--- src/rtl/cpu_pkg.sv ---
// cpu_pkg: shared word type, fetch constants, FSM states, queue entry layout and PC legality helper
package cpu_pkg;
    typedef logic [31:0] word_t;
    localparam word_t INSTR_BYTES = 32'd4;
    typedef enum logic {FS_RUN, FS_FAULT} fetch_state_t;
    typedef struct packed {
        word_t pc;
        word_t data;
    } fetch_entry_t;
    // A fetch PC is legal when word aligned and the whole word lies inside the ROM
    function automatic logic pc_legal(word_t pc, word_t rom_size);
        return (pc[1:0] == 2'b00) && (pc <= rom_size - INSTR_BYTES);
    endfunction
endpackage

--- src/rtl/fetch_queue.sv ---
// fetch_queue: synchronous FIFO of {pc,data} fetch entries with push, pop, flush and occupancy count
//   clk        in   clock, all state on rising edge
//   rst_n      in   synchronous active-low reset, empties the queue
//   flush      in   empties the queue, overrides same-cycle push/pop
//   push       in   write push_entry at the tail
//   push_entry in   {pc,data} entry to store
//   pop        in   advance the head (ignored when empty)
//   count      out  number of stored entries
//   head_valid out  queue not empty
//   head_entry out  oldest entry, zero when empty
module fetch_queue
    import cpu_pkg::*;
#(
    parameter int DEPTH = 2
)(
    input  logic                     clk,
    input  logic                     rst_n,
    input  logic                     flush,
    input  logic                     push,
    input  fetch_entry_t             push_entry,
    input  logic                     pop,
    output logic [$clog2(DEPTH):0]   count,
    output logic                     head_valid,
    output fetch_entry_t             head_entry
);
    localparam int AW = $clog2(DEPTH);
    localparam int CW = AW + 1;
    fetch_entry_t mem [DEPTH];
    logic [AW-1:0] head, tail;
    logic do_push, do_pop;
    assign head_valid = count != '0;
    assign do_pop     = pop & head_valid;
    // A full queue still accepts a push when the head leaves in the same cycle
    assign do_push    = push & ((count != CW'(DEPTH)) | do_pop);
    assign head_entry = head_valid ? mem[head] : '0;
    always_ff @(posedge clk) begin
        if (!rst_n || flush) begin
            head  <= '0;
            tail  <= '0;
            count <= '0;
        end else begin
            if (do_push) begin
                mem[tail] <= push_entry;
                tail      <= tail + 1'b1;
            end
            if (do_pop)
                head <= head + 1'b1;
            count <= count + CW'(do_push) - CW'(do_pop);
        end
    end
endmodule

--- src/rtl/instr_fetch_unit.sv ---
// instr_fetch_unit: sequential instruction fetch from a 1-cycle ROM into a prefetch queue feeding decode
//   mclk           in   clock, all state on rising edge
//   rst_n          in   synchronous active-low reset
//   rom_enable     out  fetch request to ROM this cycle
//   rom_address    out  byte address of the requested word
//   rom_data_in    in   ROM word, valid the cycle after rom_enable
//   redirect_valid in   branch/exception redirect pulse
//   redirect_pc    in   new fetch PC
//   instr_valid    out  queue head valid
//   instr_data     out  queue head instruction word
//   instr_pc       out  PC of queue head
//   instr_ready    in   decode accepts the head this cycle
//   fetch_fault    out  sticky misaligned/out-of-range PC flag
module instr_fetch_unit
    import cpu_pkg::*;
#(
    parameter word_t RESET_PC    = 32'h0000_0000,
    parameter int    QUEUE_DEPTH = 2,
    parameter int    ROM_SIZE    = 64000
)(
    input  logic  mclk,
    input  logic  rst_n,
    output logic  rom_enable,
    output word_t rom_address,
    input  word_t rom_data_in,
    input  logic  redirect_valid,
    input  word_t redirect_pc,
    output logic  instr_valid,
    output word_t instr_data,
    output word_t instr_pc,
    input  logic  instr_ready,
    output logic  fetch_fault
);
    localparam int CW = $clog2(QUEUE_DEPTH) + 1;
    fetch_state_t state;
    word_t pc, inflight_pc;
    logic inflight, pc_ok, pop, room;
    logic [CW-1:0] count;
    fetch_entry_t head, reply;
    assign pc_ok = pc_legal(pc, word_t'(ROM_SIZE));
    assign pop   = instr_valid & instr_ready;
    // Capacity counts the head leaving this cycle and the reply still on its way
    assign room  = (count - CW'(pop) + CW'(inflight)) < CW'(QUEUE_DEPTH);
    assign rom_enable  = rst_n & (state == FS_RUN) & ~redirect_valid & pc_ok & room;
    assign rom_address = pc;
    assign reply       = '{pc: inflight_pc, data: rom_data_in};
    assign instr_pc    = head.pc;
    assign instr_data  = head.data;
    // A redirect flushes the queue, which also drops the reply arriving this cycle
    fetch_queue #(.DEPTH(QUEUE_DEPTH)) u_queue (
        .clk        (mclk),
        .rst_n      (rst_n),
        .flush      (redirect_valid),
        .push       (inflight),
        .push_entry (reply),
        .pop        (pop),
        .count      (count),
        .head_valid (instr_valid),
        .head_entry (head)
    );
    always_ff @(posedge mclk) begin
        if (!rst_n) begin
            pc          <= RESET_PC;
            state       <= FS_RUN;
            inflight    <= 1'b0;
            inflight_pc <= '0;
            fetch_fault <= 1'b0;
        end else if (redirect_valid) begin
            pc          <= redirect_pc;
            state       <= FS_RUN;
            inflight    <= 1'b0;
            fetch_fault <= 1'b0;
        end else begin
            inflight <= rom_enable;
            if (rom_enable) begin
                pc          <= pc + INSTR_BYTES;
                inflight_pc <= pc;
            end
            if (state == FS_RUN && !pc_ok) begin
                state       <= FS_FAULT;
                fetch_fault <= 1'b1;
            end
        end
    end
endmodule

--- config.mk ---
export PLATFORM = sky130hd
export DESIGN_NAME = instr_fetch_unit
export DESIGN_NICKNAME = d
export VERILOG_FILES = /design/src/rtl/cpu_pkg.sv /design/src/rtl/fetch_queue.sv /design/src/rtl/instr_fetch_unit.sv
export SDC_FILE = /design/constraint.sdc
export NUM_CORES = 1
export LEC_CHECK = 0
export CAP_MARGIN = 30
export CORE_MARGIN = 10
export CORE_UTILIZATION = 32
export DETAILED_ROUTE_END_ITERATION = 8
export HOLD_SLACK_MARGIN = 0.02
export PLACE_DENSITY = 0.64
export SETUP_SLACK_MARGIN = 0.1
export SLEW_MARGIN = 0
export SYNTH_ARGS = -nofsm -noshare
export SYNTH_HDL_FRONTEND = slang
export SYNTH_SLANG_ARGS = --single-unit
--- constraint.sdc ---
create_clock -name mclk -period 13 [get_ports mclk]
set_clock_uncertainty 0.05 [all_clocks]
set_input_delay 2.6 -clock mclk [delete_from_list [all_inputs] [get_ports mclk]]
set_output_delay 2.6 -clock mclk [all_outputs]
set_load 0.005 [all_outputs]
==> results.cfg <==
[logic_synthesis]
synth_cell_types = 36
netlist_area_um2 = 7530
synth_top_area_share_pct = 51.05
syn_avg_cell_area_um2 = 13.21
syn-num-nets = 641
yosysSeqAreaShare_pct = 69.92
synth_top_area_cell = edfxtp_1
postSynthCellCount = 570
synth_area_leaders = edfxtp_1 51%, dfxtp_1 19%, mux2i_1 11%, nor2_1 4.8%, o21ai_0 1.7%
ys_ff_latch = 199
yosys_warnings = 0

[grt]
overflow = 0
first_global_vias = 4933
grt.total_usage_pct = 11.77
grt_pass1_wl_um = 27960
antenna_found_initial = 0
grt_max_degree = 66

[setup_path]
worstPathArrival_ns = 5.61
setup.worst_path.start_class = primary input
crit_required_ns = 10.35
crit_type = in2out
path_max_fanout = 28
endpoint_kind = primary output

[timing]
maxSlewHeadroom_pct = 35.26
fin_crit_ns = 8.264
fin_crit_sh_pct = 63.57
fin_tns_setup_ns = 0
rsz0062_at_grt = false
hold_viol = 0
drv_slew = 0
final-setup-viol-count = 0
max_freq_ghz = 0.1210
worstMarginPinSlew_ns = 0.9711

[pwr]
pwr-share-clk_pct = 41.4
power_density_nw_per_um2 = 125.6
seqPwrFrac_pct = 53.7
swShare_pct = 21.29
power.switching_mw = 0.2709
pwr-share-comb_pct = 5.0
intPower_mw = 1.002
leakage_nw = 3.260
peakVddDrop_uv = 76.45
p_total_mw = 1.273

[final_layout]
multiInputGateArea_um2 = 2143
area_delta_synth_final_pct = 34.56
diodes = 0
register_area_um2 = 5269
fillCellCount = 2164
final_cells = 1063
drive_gt1_share_pct = 5.780
fin_nets = 802

[detailed_routing]
viasPerCell = 4.602
routed_wl_um = 17710
first_pass_iters = 4
avgRoutedWirePerCell_um = 16.66
vias = 4892
ant_nets = 0
drc = 0
first_iter_violations = 342

[place]
port_buffers = 166
post-place-cells = 1031
dp_hpwl_um = 11660
gp_congestion = 0.7696

[clocking]
htreeDepth = 4
cts_root_buf = clkbuf_16
cts_hold_buf = 0
clkSinkCount = 199
clk_latency_ns = 0.42
post_cts_buffers = 0
numCtsBuffers = 17
tritoncts = built
cts_max_path_buffers = 2
clk_pin_slew_worst_paths_ns = 0.07
post_cts_resized = 0

[floorplan]
die_h_um = 173.4
start_util_pct = 32.27
io_pins = 167
die_area_um2 = 30070
die_w_um = 173.4
rows = 56
core_um2 = 23330

[outcome]
status = finished, final reports clean

[min_path]
hp-class = reg2reg

[job]
drv_cap = 0
per-layer routing:
metal / track usage (%) / vias to the layer above / share of wire (%)
met3: 5.511 / 10 / 9.9
met4: 3.342 / 0 / 0.92
met2: 17.09 / 176 / 42
met5: 0 / - / 0
li1: - / 2375 / -
met1: 15.33 / 2331 / 47
cell type report:
| cell class | count | area share, % |
|---|---|---|
| Clock inverter | 14 | 1.605 |
| Sequential cell | 199 | 52.00 |
| Timing Repair Buffer | 172 | 16.84 |
| Tap cell | 319 | 3.939 |
| Multi-Input combinational cell | 335 | 21.15 |
| Inverter | 6 | 0.2223 |
| Clock buffer | 18 | 4.236 |
power groups by stage:
stage / clock [mW] / sequential (mW) / combinational (mW)
after CTS: 0.542 / 0.683 / 0.0637
after global routing: 0.568 / 0.684 / 0.0692
final: 0.527 / 0.683 / 0.0632
after floorplan: 0 / 0.695 / 0.0215
after global placement: 0 / 0.697 / 0.0623
after detailed placement: 0 / 0.697 / 0.0634
cells in the mapped netlist (all sizes together):
master  number
nor4b        1
buf          9
nand3        6
nor3         1
inv          6
or4b         1
o41ai        1
and2        20
dfxtp       71
nor4        11
mux2i       84
nand2       24
nor2        97
a31oi        3
o21ai       26
and3         5
nand2b       1
ha           3
o211ai       3
nand4        4
a21o         1
o311ai       2
xor2         2
and4         1
a21oi       22
or3          3
a211oi       1
a21boi       1
o21a         1
edfxtp     128
clkbuf      21
xnor2       10
path summary, 6_finish.rpt:
kind,startpoint,end,slack [ns],depth (start not counted)
hold reg to reg,inflight_pc[28],u_queue.mem[0][60],0.39,0
setup / recovery,instr_ready,rom_enable,4.74,8
setup reg to reg,u_queue.count[1],inflight_pc[21],8.80,10
hold / removal,inflight_pc[28],u_queue.mem[0][60],0.39,0
kinds of logic (layout without fill, tap and decap cells):
group | count (synthesis) | after routing | share of synthesized area [%]
AOI/OAI and AO/OA | 61 | 61 | 4.487
xor gates and xnor gates | 12 | 12 | 1.496
adders and majority gates | 3 | 3 | 0.4986
buffers and inverters | 36 | 210 | 1.911
DFF | 199 | 199 | 69.92
muxes | 84 | 84 | 11.17
and+or+nand+nor | 175 | 175 | 10.52
sequential cells by signal, indices dropped and copies added, names as in the netlist, named ones only:
name and flops:
state 1, rom_address 32, inflight 1, u_queue.tail 1, inflight_pc 32, u_queue.count 2, u_queue.mem 128, u_queue.head 1
per-stage QoR:
stage	worst slack [ns]	cell area (um^2)	hold slack [ns]	util [%]
after global placement	4.826	9533	0.3772	40.86
after detailed placement	4.745	9540	0.3821	40.89
after floorplan	6.157	7530	0.3673	-
after global routing	4.512	10130	0.4136	43.43
final	4.736	10130	0.3947	43.43
after CTS	4.736	10130	0.3982	43.43
worst max-delay path, cell delays in order:
cell and delay [ns]:
clkdlybuf4s50_1 0.48, and2_1 0.18, ha_1 0.25, nand2b_1 0.15, xnor2_1 0.63, or3_1 0.74, nor2_1 0.08, clkdlybuf4s50_1 0.50
placed cells by master (no fill, tap or decap), drive strengths merged, types with 2 or more instances in the layout:
| cell type | n |
|---|---|
| clkdlybuf4s50 | 166 |
| edfxtp | 128 |
| nor2 | 97 |
| mux2i | 84 |
| dfxtp | 71 |
| o21ai | 26 |
| nand2 | 24 |
| a21oi | 22 |
| and2 | 20 |
| clkbuf | 18 |
| inv | 13 |
| nor4 | 11 |
| xnor2 | 10 |
| nand3 | 6 |
| buf | 6 |
| and3 | 5 |
| nand4 | 4 |
| clkinv | 4 |
| o211ai | 3 |
| or3 | 3 |
| a31oi | 3 |
| ha | 3 |
| o311ai | 2 |
| bufinv | 2 |
| xor2 | 2 |
No activity file was read; power rests on OpenSTA's default activity.
